--- config.mk ---
export PLATFORM = sky130hd
export DESIGN_NAME = sonar_serial_tx
export DESIGN_NICKNAME = d
export VERILOG_FILES = /design/src/rtl/sonar_serial_tx.sv
export SDC_FILE = /design/constraint.sdc
export NUM_CORES = 1
export LEC_CHECK = 0
export ABC_AREA = 1
export CORE_MARGIN = 2
export CORE_UTILIZATION = 47
export CTS_CLUSTER_SIZE = 10
export DETAILED_ROUTE_END_ITERATION = 7
export GPL_TIMING_DRIVEN = 0
export HOLD_SLACK_MARGIN = 0.02
export MAX_ROUTING_LAYER = met4
export PLACE_DENSITY = 0.84
export SLEW_MARGIN = 20
export SYNTH_ARGS = -nofsm -noshare
export SYNTH_HDL_FRONTEND = slang
export SYNTH_SLANG_ARGS = --single-unit
--- constraint.sdc ---
create_clock -name clock -period 1.61 [get_ports clock]
set_input_delay 0.322 -clock clock [delete_from_list [all_inputs] [get_ports clock]]
set_output_delay 0.322 -clock clock [all_outputs]
set_load 0.01 [all_outputs]
--- src/rtl/sonar_serial_tx.sv ---
// sonar_serial_tx: sends one selected angle/distance character as a 7E2 frame, then pulses serial_pronto.
module sonar_serial_tx #(
  parameter int BAUD_DIV = 434
) (
  input  logic        clock,
  input  logic        reset,
  input  logic        transmissao,
  input  logic [2:0]  sel_transmissao,
  input  logic [23:0] angulo,
  input  logic [11:0] distancia,
  output logic        saida_serial,
  output logic        serial_pronto,
  output logic [3:0]  db_estado
);
  typedef enum logic [3:0] {IDLE = 4'd0, START = 4'd1, DATA = 4'd2, PARITY = 4'd3, STOP = 4'd4, DONE = 4'd5} state_t;
  state_t state, state_n;
  logic [15:0] baud, baud_n;
  logic [2:0] bit_cnt, bit_n;
  logic [6:0] char_q, char_n, char_sel;
  logic line_n;
  logic tc;
  assign tc = baud == 16'(BAUD_DIV - 1);
  assign db_estado = state;
  always_comb begin
    char_sel = 7'h23;
    case (sel_transmissao)
      3'd0: char_sel = angulo[22:16];
      3'd1: char_sel = angulo[14:8];
      3'd2: char_sel = angulo[6:0];
      3'd3: char_sel = 7'h2C;
      3'd4: char_sel = {3'b011, distancia[11:8]};
      3'd5: char_sel = {3'b011, distancia[7:4]};
      3'd6: char_sel = {3'b011, distancia[3:0]};
      default: char_sel = 7'h23;
    endcase
  end
  always_comb begin
    state_n = state;
    baud_n = tc ? 16'd0 : baud + 16'd1;
    bit_n = bit_cnt;
    char_n = char_q;
    case (state)
      IDLE: begin
        baud_n = 16'd0;
        bit_n = 3'd0;
        if (transmissao) begin
          state_n = START;
          char_n = char_sel;
        end
      end
      START: state_n = tc ? DATA : START;
      DATA: if (tc) begin
        bit_n = bit_cnt == 3'd6 ? 3'd0 : bit_cnt + 3'd1;
        state_n = bit_cnt == 3'd6 ? PARITY : DATA;
      end
      PARITY: state_n = tc ? STOP : PARITY;
      // two stop bits reuse the bit counter to time 2*BAUD_DIV
      STOP: if (tc) begin
        bit_n = bit_cnt == 3'd1 ? 3'd0 : bit_cnt + 3'd1;
        state_n = bit_cnt == 3'd1 ? DONE : STOP;
      end
      DONE: begin
        state_n = IDLE;
        baud_n = 16'd0;
      end
      default: state_n = IDLE;
    endcase
    line_n = state_n == START ? 1'b0 : state_n == DATA ? char_n[bit_n] : state_n == PARITY ? ^char_n : 1'b1;
  end
  always_ff @(posedge clock or posedge reset) begin
    if (reset) begin
      state <= IDLE;
      baud <= 16'd0;
      bit_cnt <= 3'd0;
      char_q <= 7'd0;
      saida_serial <= 1'b1;
      serial_pronto <= 1'b0;
    end else begin
      state <= state_n;
      baud <= baud_n;
      bit_cnt <= bit_n;
      char_q <= char_n;
      saida_serial <= line_n;
      serial_pronto <= state_n == DONE;
    end
  end
endmodule

# Yosys cells after proc, flatten, opt, wreduce, memory -nomap -nowiden
# Cells that the tools add are included.
word_totals:
  elab_cells: 54
  inputBits: 42
  register_bits: 32
  output_inout_bits: 6
classes:
  n_eq_ne: 18
  reduce_logical: 4
  addsub: 2
  order_cmp: 1
  n_mux: 23
op_table:
  columns: ["cell", "n"]
  rows:
  - ["7-bit case mux with 7 select lines", 1]
  - ["16-bit two-way mux", 2]
  - ["4-bit case mux with 5 select lines", 1]
  - ["16-bit by 1-bit adder with 16-bit output, second input constant", 1]
  - ["16-bit by 9-bit equality test with 1-bit output, second input constant", 1]
  - ["4-bit by 2-bit equality test with 1-bit output, second input constant", 4]
  - ["3-bit two-way mux", 5]
  - ["7-bit two-way mux", 2]
  - ["3-bit equality test, second input constant", 4]
  - ["4-bit by 3-bit equality test with 1-bit output, second input constant", 3]
  - ["4-bit two-way mux", 3]
  - ["3-bit case mux with 3 select lines", 1]
  - ["4-bit by 1-bit equality test with 1-bit output, second input constant", 2]
  - ["7-bit XOR reduction", 1]
  - ["3-bit by 1-bit equality test with 1-bit output, second input constant", 2]
  - ["3-bit by 2-bit equality test with 1-bit output, second input constant", 2]
  - ["1-bit two-way mux", 6]
  - ["4-bit zero test", 1]
  - ["3-bit by 4-bit less-than comparator with 1-bit output, second input constant", 1]
  - ["3-bit by 1-bit adder with 3-bit output, second input constant", 1]
  - ["1-bit binary-select mux with 3-bit select", 1]
  - ["3-bit zero test", 1]
  - ["2-bit two-way mux", 1]
  - ["2-bit OR reduction", 1]

# Logic depth before layout (Yosys ltp)
depth:
  word_depth: 8
  ltp_mapped: 18
  depth_no_buf: 17

# Worst setup path after synthesis
# No wires, ideal clock.
synth_path:
  path_kind: "flip-flop to flip-flop"
  startpoint: "register state[1], in the netlist db_estado[1]"
  endpoint: "register saida_serial"
  arrival_ns: 1.619
  setup_ns: 0.074
  path_buffers: 0
  synth_period_minus_slack_ns: 1.694
  path_stages_with_launch: 13
  required_ns: 1.536
  path_slack_ns: -0.084
  path_cell_list: "dfrtp_1 -> nor2_4 -> nand3_4 -> inv_2 -> or2_1 -> a21boi_4 -> nand2_1 -> nand2_1 -> nand2_1 -> a21oi_1 -> nor2_1 -> nor2_1 -> nor2_1"
synth_via:
  elab_chain_cells: 6
  word_cells_on_any_way: 20
  cone_classes: "eq/ne: 7; mux: 11; reduce/logical: 2"
synth_lines:
  columns: ["element", "line", "source"]
  rows:
  - ["from (decl)", "16", "state_t state, state_n;"]
  - ["from (signal assigned)", "79", "state <= state_n;"]
  - ["4-bit zero test *", "42", "case (state)"]
  - ["7-bit two-way mux *", "42", null]
  - ["named net char_n[0]", "19", "logic [6:0] char_q, char_n, char_sel;"]
  - ["1-bit binary-select mux with 3-bit select / 7-bit XOR reduction (equally long branches)", "68", "line_n = state_n == START ? 1'b0 : state_n == DATA ? char_n[bit_n] : state_n == PARITY ? ^char_n : 1'b1;"]
  - ["1-bit two-way mux (not written as such)", "68", null]
  - ["1-bit two-way mux * (2 in series)", "68", null]
  - ["named net line_n", "20", "logic line_n;"]
  - ["to (signal assigned)", "83", "saida_serial <= line_n;"]
  - ["to (decl)", "11", "output logic saida_serial,"]
# Mark *: on every way through the listed nets, which the timed path passes. The rest lies on a longest branch. The select of a mux whose other input is x is not followed.

# Worst setup path in the final report
layout_path:
  startpoint: "register baud[3]"
  endpoint: "register saida_serial"
layout_via:
  elab_chain_cells: 7
  word_cells_on_any_way: 17
  cone_classes: "eq/ne: 4; mux: 13"
layout_lines:
  columns: ["element", "line", "source"]
  rows:
  - ["from (decl)", "17", "logic [15:0] baud, baud_n;"]
  - ["from (signal assigned)", "80", "baud <= baud_n;"]
  - ["16-bit by 9-bit equality test with 1-bit output *", "22", "assign tc = baud == 16'(BAUD_DIV - 1);"]
  - ["3-bit two-way mux, or another cell as far along", "58", "STOP: if (tc) begin"]
  - ["3-bit case mux with 3 select lines / 4-bit case mux with 5 select lines (equally long branches)", "42", null]
  - ["1-bit binary-select mux with 3-bit select / 4-bit by 2-bit equality test with 1-bit output (equally long branches)", "68", null]
  - ["1-bit two-way mux (not written as such)", "68", null]
  - ["1-bit two-way mux", "68", null]
  - ["1-bit two-way mux *", "68", null]
  - ["named net line_n", "20", null]
# Marked as above.

==> metrics.yaml <==
synthesis:
  syn-instance-count: 346
  post_synth_instance_area_um2: 2400
  synth_area_per_cell_um2: 6.93
  synth_top_cells_by_count: "nand2_1 (102), nor2_1 (46), inv_1 (36), dfrtp_1 (31), nand3_1 (30)"
  syn-num-nets: 390
  synth.distinct_cells: 41
  yosysTopAreaCell: "dfrtp_1"
  yosysMostFrequentCell: "nand2_1"
  synthTopCellsByArea: "dfrtp_1 (32%), nand2_1 (16%), nor2_1 (7.2%), nand3_1 (6.3%), inv_1 (5.6%)"
  synth.top_cell.area_share_pct: 32.4
  ys.warnings.count: 0
  synth_enable_flop_cells: 0
  async_flop_share_pct: 100
  yosys_most_used_dff: "dfrtp_1"
  synth_seq_cells: 32
  ys_seq_area_share_pct: 33.5
global_routing:
  grt_max_degree: 33
  grtUsageTotal_pct: 26.8
  grt_pass1_wl_mm: 11.4
  grt-ovfl-total: 0
  grt_pass1_vias: 2605
  antenna_found_initial: 0
drt:
  drt_pass1_iterations: 7
  vias: 3109
  avgViaCountPerCell: 5.96
  drt_iter0_markers: 311
  drtAntennaViolNets: 0
  wl_per_cell_um: 19.6
  drt-total-wl_mm: 10.2
  drcViolationCount: 0
floorplan:
  die_w_um: 75.4
  fp.coreArea_um2: 4820
  chipHeight_um: 75.4
  num_rows: 25
  boundaryPins: 48
  die_area_um2: 5690
  initial_core_util_pct: 49.8
setup_path:
  crit_path_frequent_cell: "nand2_1"
  r2r_cells: 16
  reg2reg_from: "baud[3]"
  cp_slowest_cell: "dfrtp_2"
  cp_num_buf_inv: 2
  critPathKind: "reg -> reg"
  cpPeakStageDelay_ps: 440
  critPathLaunchType: "flip-flop"
  crit_arrival_ps: 2570
  crit_fanout: 5
  crit_path_end_kind: "flip-flop"
  path_cells: "inv_2 > nand2_1 > nor2_1 > nand2_1 > nor2_4 > nand2_2 > nand2_4 > nand3_4 > nand2_1 > inv_1 > nand2_1 > nand3_2 > nand3_2 > nand2_2 > nor2_4 > nor2_2"
  reg2reg_slack_ps: -690
  crit_family: "simple AND/OR/NAND/NOR gates"
  r2r_end: "saida_serial"
  critPathRequiredTime_ps: 1880
timing:
  fmax_ghz: 0.435
  hold_viol_final: 0
  worst_slew_pin_slew_ps: 709
  fin_skew_ps: 12.4
  min_period_ps: 2300
  drv_slew: 0
  layout_setup_ws_ps: -690
  fin_crit_sh_pct: 143
  setup_viol: 23
  rsz0062_at_grt: "true"
  slew_headroom_pct: 52.7
clock_network:
  cts_tree: "done"
  clk_pin_slew_ps: 90
  numCtsBuffers: 5
  clock_sinks: 32
  cts_root_buffer: "clkbuf_8"
  clock_latency_ps: 330
  cts-htree-levels: 2
  cts_buffer_depth: 2
  postCtsHoldBufs: 0
placed_design:
  dp_hpwl_mm: 4.07
  gp_congestion: 0.901
  dp_cells: 455
  io_buffers: 42
  post-place-ws_ps: -754
power:
  powerDensity_nw_per_um2: 708
  power.leakage_nw: 1.87
  ir_drop_mv: 0.593
final_layout:
  drive_gt1_share_pct: 41.8
  areaGrowthSynthToFinish_pct: 62.1
  finalNonFillerCells: 522
  num_antenna_cells: 0
  fin_nets: 498
min_path:
  hp-class: "in -> async"
outcome:
  violations: "negative setup slack"
  status: "complete, but fails checks"
job:
  maxCapViolations: 0
==> cell families (layout without fill, tap and decap cells) <==
family                   Yosys count  count (layout)  synth area share, %
AND/OR/NAND/NOR                  234             235                 48.2
buffers and inverters             49             157                 9.29
flip-flops                        32              32                 33.5
AO/OA/AOI/OAI                     25              25                 6.78
XOR/XNOR                           3               3                 1.10
adder cells (fa/ha/maj)            2               2                 1.04
other                              1               1                0.156
==> layout by cell type (no fill, tap or decap), drive strengths merged, types with 10 or more instances in the layout <==
cell type	instances
nor2	56
a21oi	10
clkdlybuf4s50	36
nand4	13
inv	43
buf	63
dfrtp	31
nand3	37
nand2	111
==> sequential cells by signal, summed over array words and instances, names as in the netlist <==
name / flops
db_estado: 4
char_q: 7
baud: 16
serial_pronto: 1
saida_serial: 1
bit_cnt: 3
==> what timing repair did <==
action / 4_1_cts / 5_1_grt
setup buffers: 29 / 32
pin swaps: 15 / 37
gates resized for setup: 44 / 79
setup endpoints to repair: 18 / 24
cloned: 0 / 2
==> report_power, final <==
group / internal, mW / leakage (nW) / switching [mW] / total (mW)
sequential: 0.877 / 0.415 / 0.0687 / 0.946
combinational: 0.471 / 1.42 / 0.623 / 1.09
clock: 0.306 / 0.0404 / 0.404 / 0.711
total: 1.65 / 1.87 / 1.10 / 2.75
==> per-stage QoR <==
step | power [mW] | area [um2] | hold WS, ps | TNS [ps] | utilization [%]
global placement | 1.56 | 2910 | 484 | -9350 | 60.3
floorplan | 1.38 | 2400 | 437 | -55.4 | -
detailed placement | 1.58 | 2910 | 488 | -4170 | 60.3
CTS | 2.32 | 3370 | 465 | -1200 | 69.9
global route | 2.83 | 3880 | 467 | -6960 | 80.6
finish | 2.75 | 3880 | 424 | -6570 | 80.6
==> metal layers <==
metal / part of all wire (%) / track usage, % / vias to the layer above
met5: 0 / - / -
met4: 8.5 / 13.5 / 0
met3: 10 / 5.56 / 95
met2: 47 / 44.3 / 291
met1: 34 / 30.8 / 1397
li1: - / - / 1326
==> worst max path at each step <==
stage / start / endpoint / slack [ps] / cells after the start
2_1_floorplan: db_estado[3] / saida_serial / -60 / 12
3_3_place_gp: sel_transmissao[0] / saida_serial / -710 / 15
3_5_place_dp: sel_transmissao[0] / saida_serial / -750 / 16
4_1_cts: baud[1] / saida_serial / -310 / 17
5_1_grt: baud[3] / saida_serial / -770 / 16
6_report: baud[3] / saida_serial / -690 / 16
==> final cells by class <==
type,count,area [um2]
Multi-Input combinational cell,266,1730
Buffer,6,65.1
Tap cell,67,83.8
Clock buffer,5,68.8
Sequential cell,32,808
Timing Repair Buffer,100,927
Inverter,43,174
Fill cell,310,932
Clock inverter,3,23.8
No activity file was read; power rests on OpenSTA's default activity.
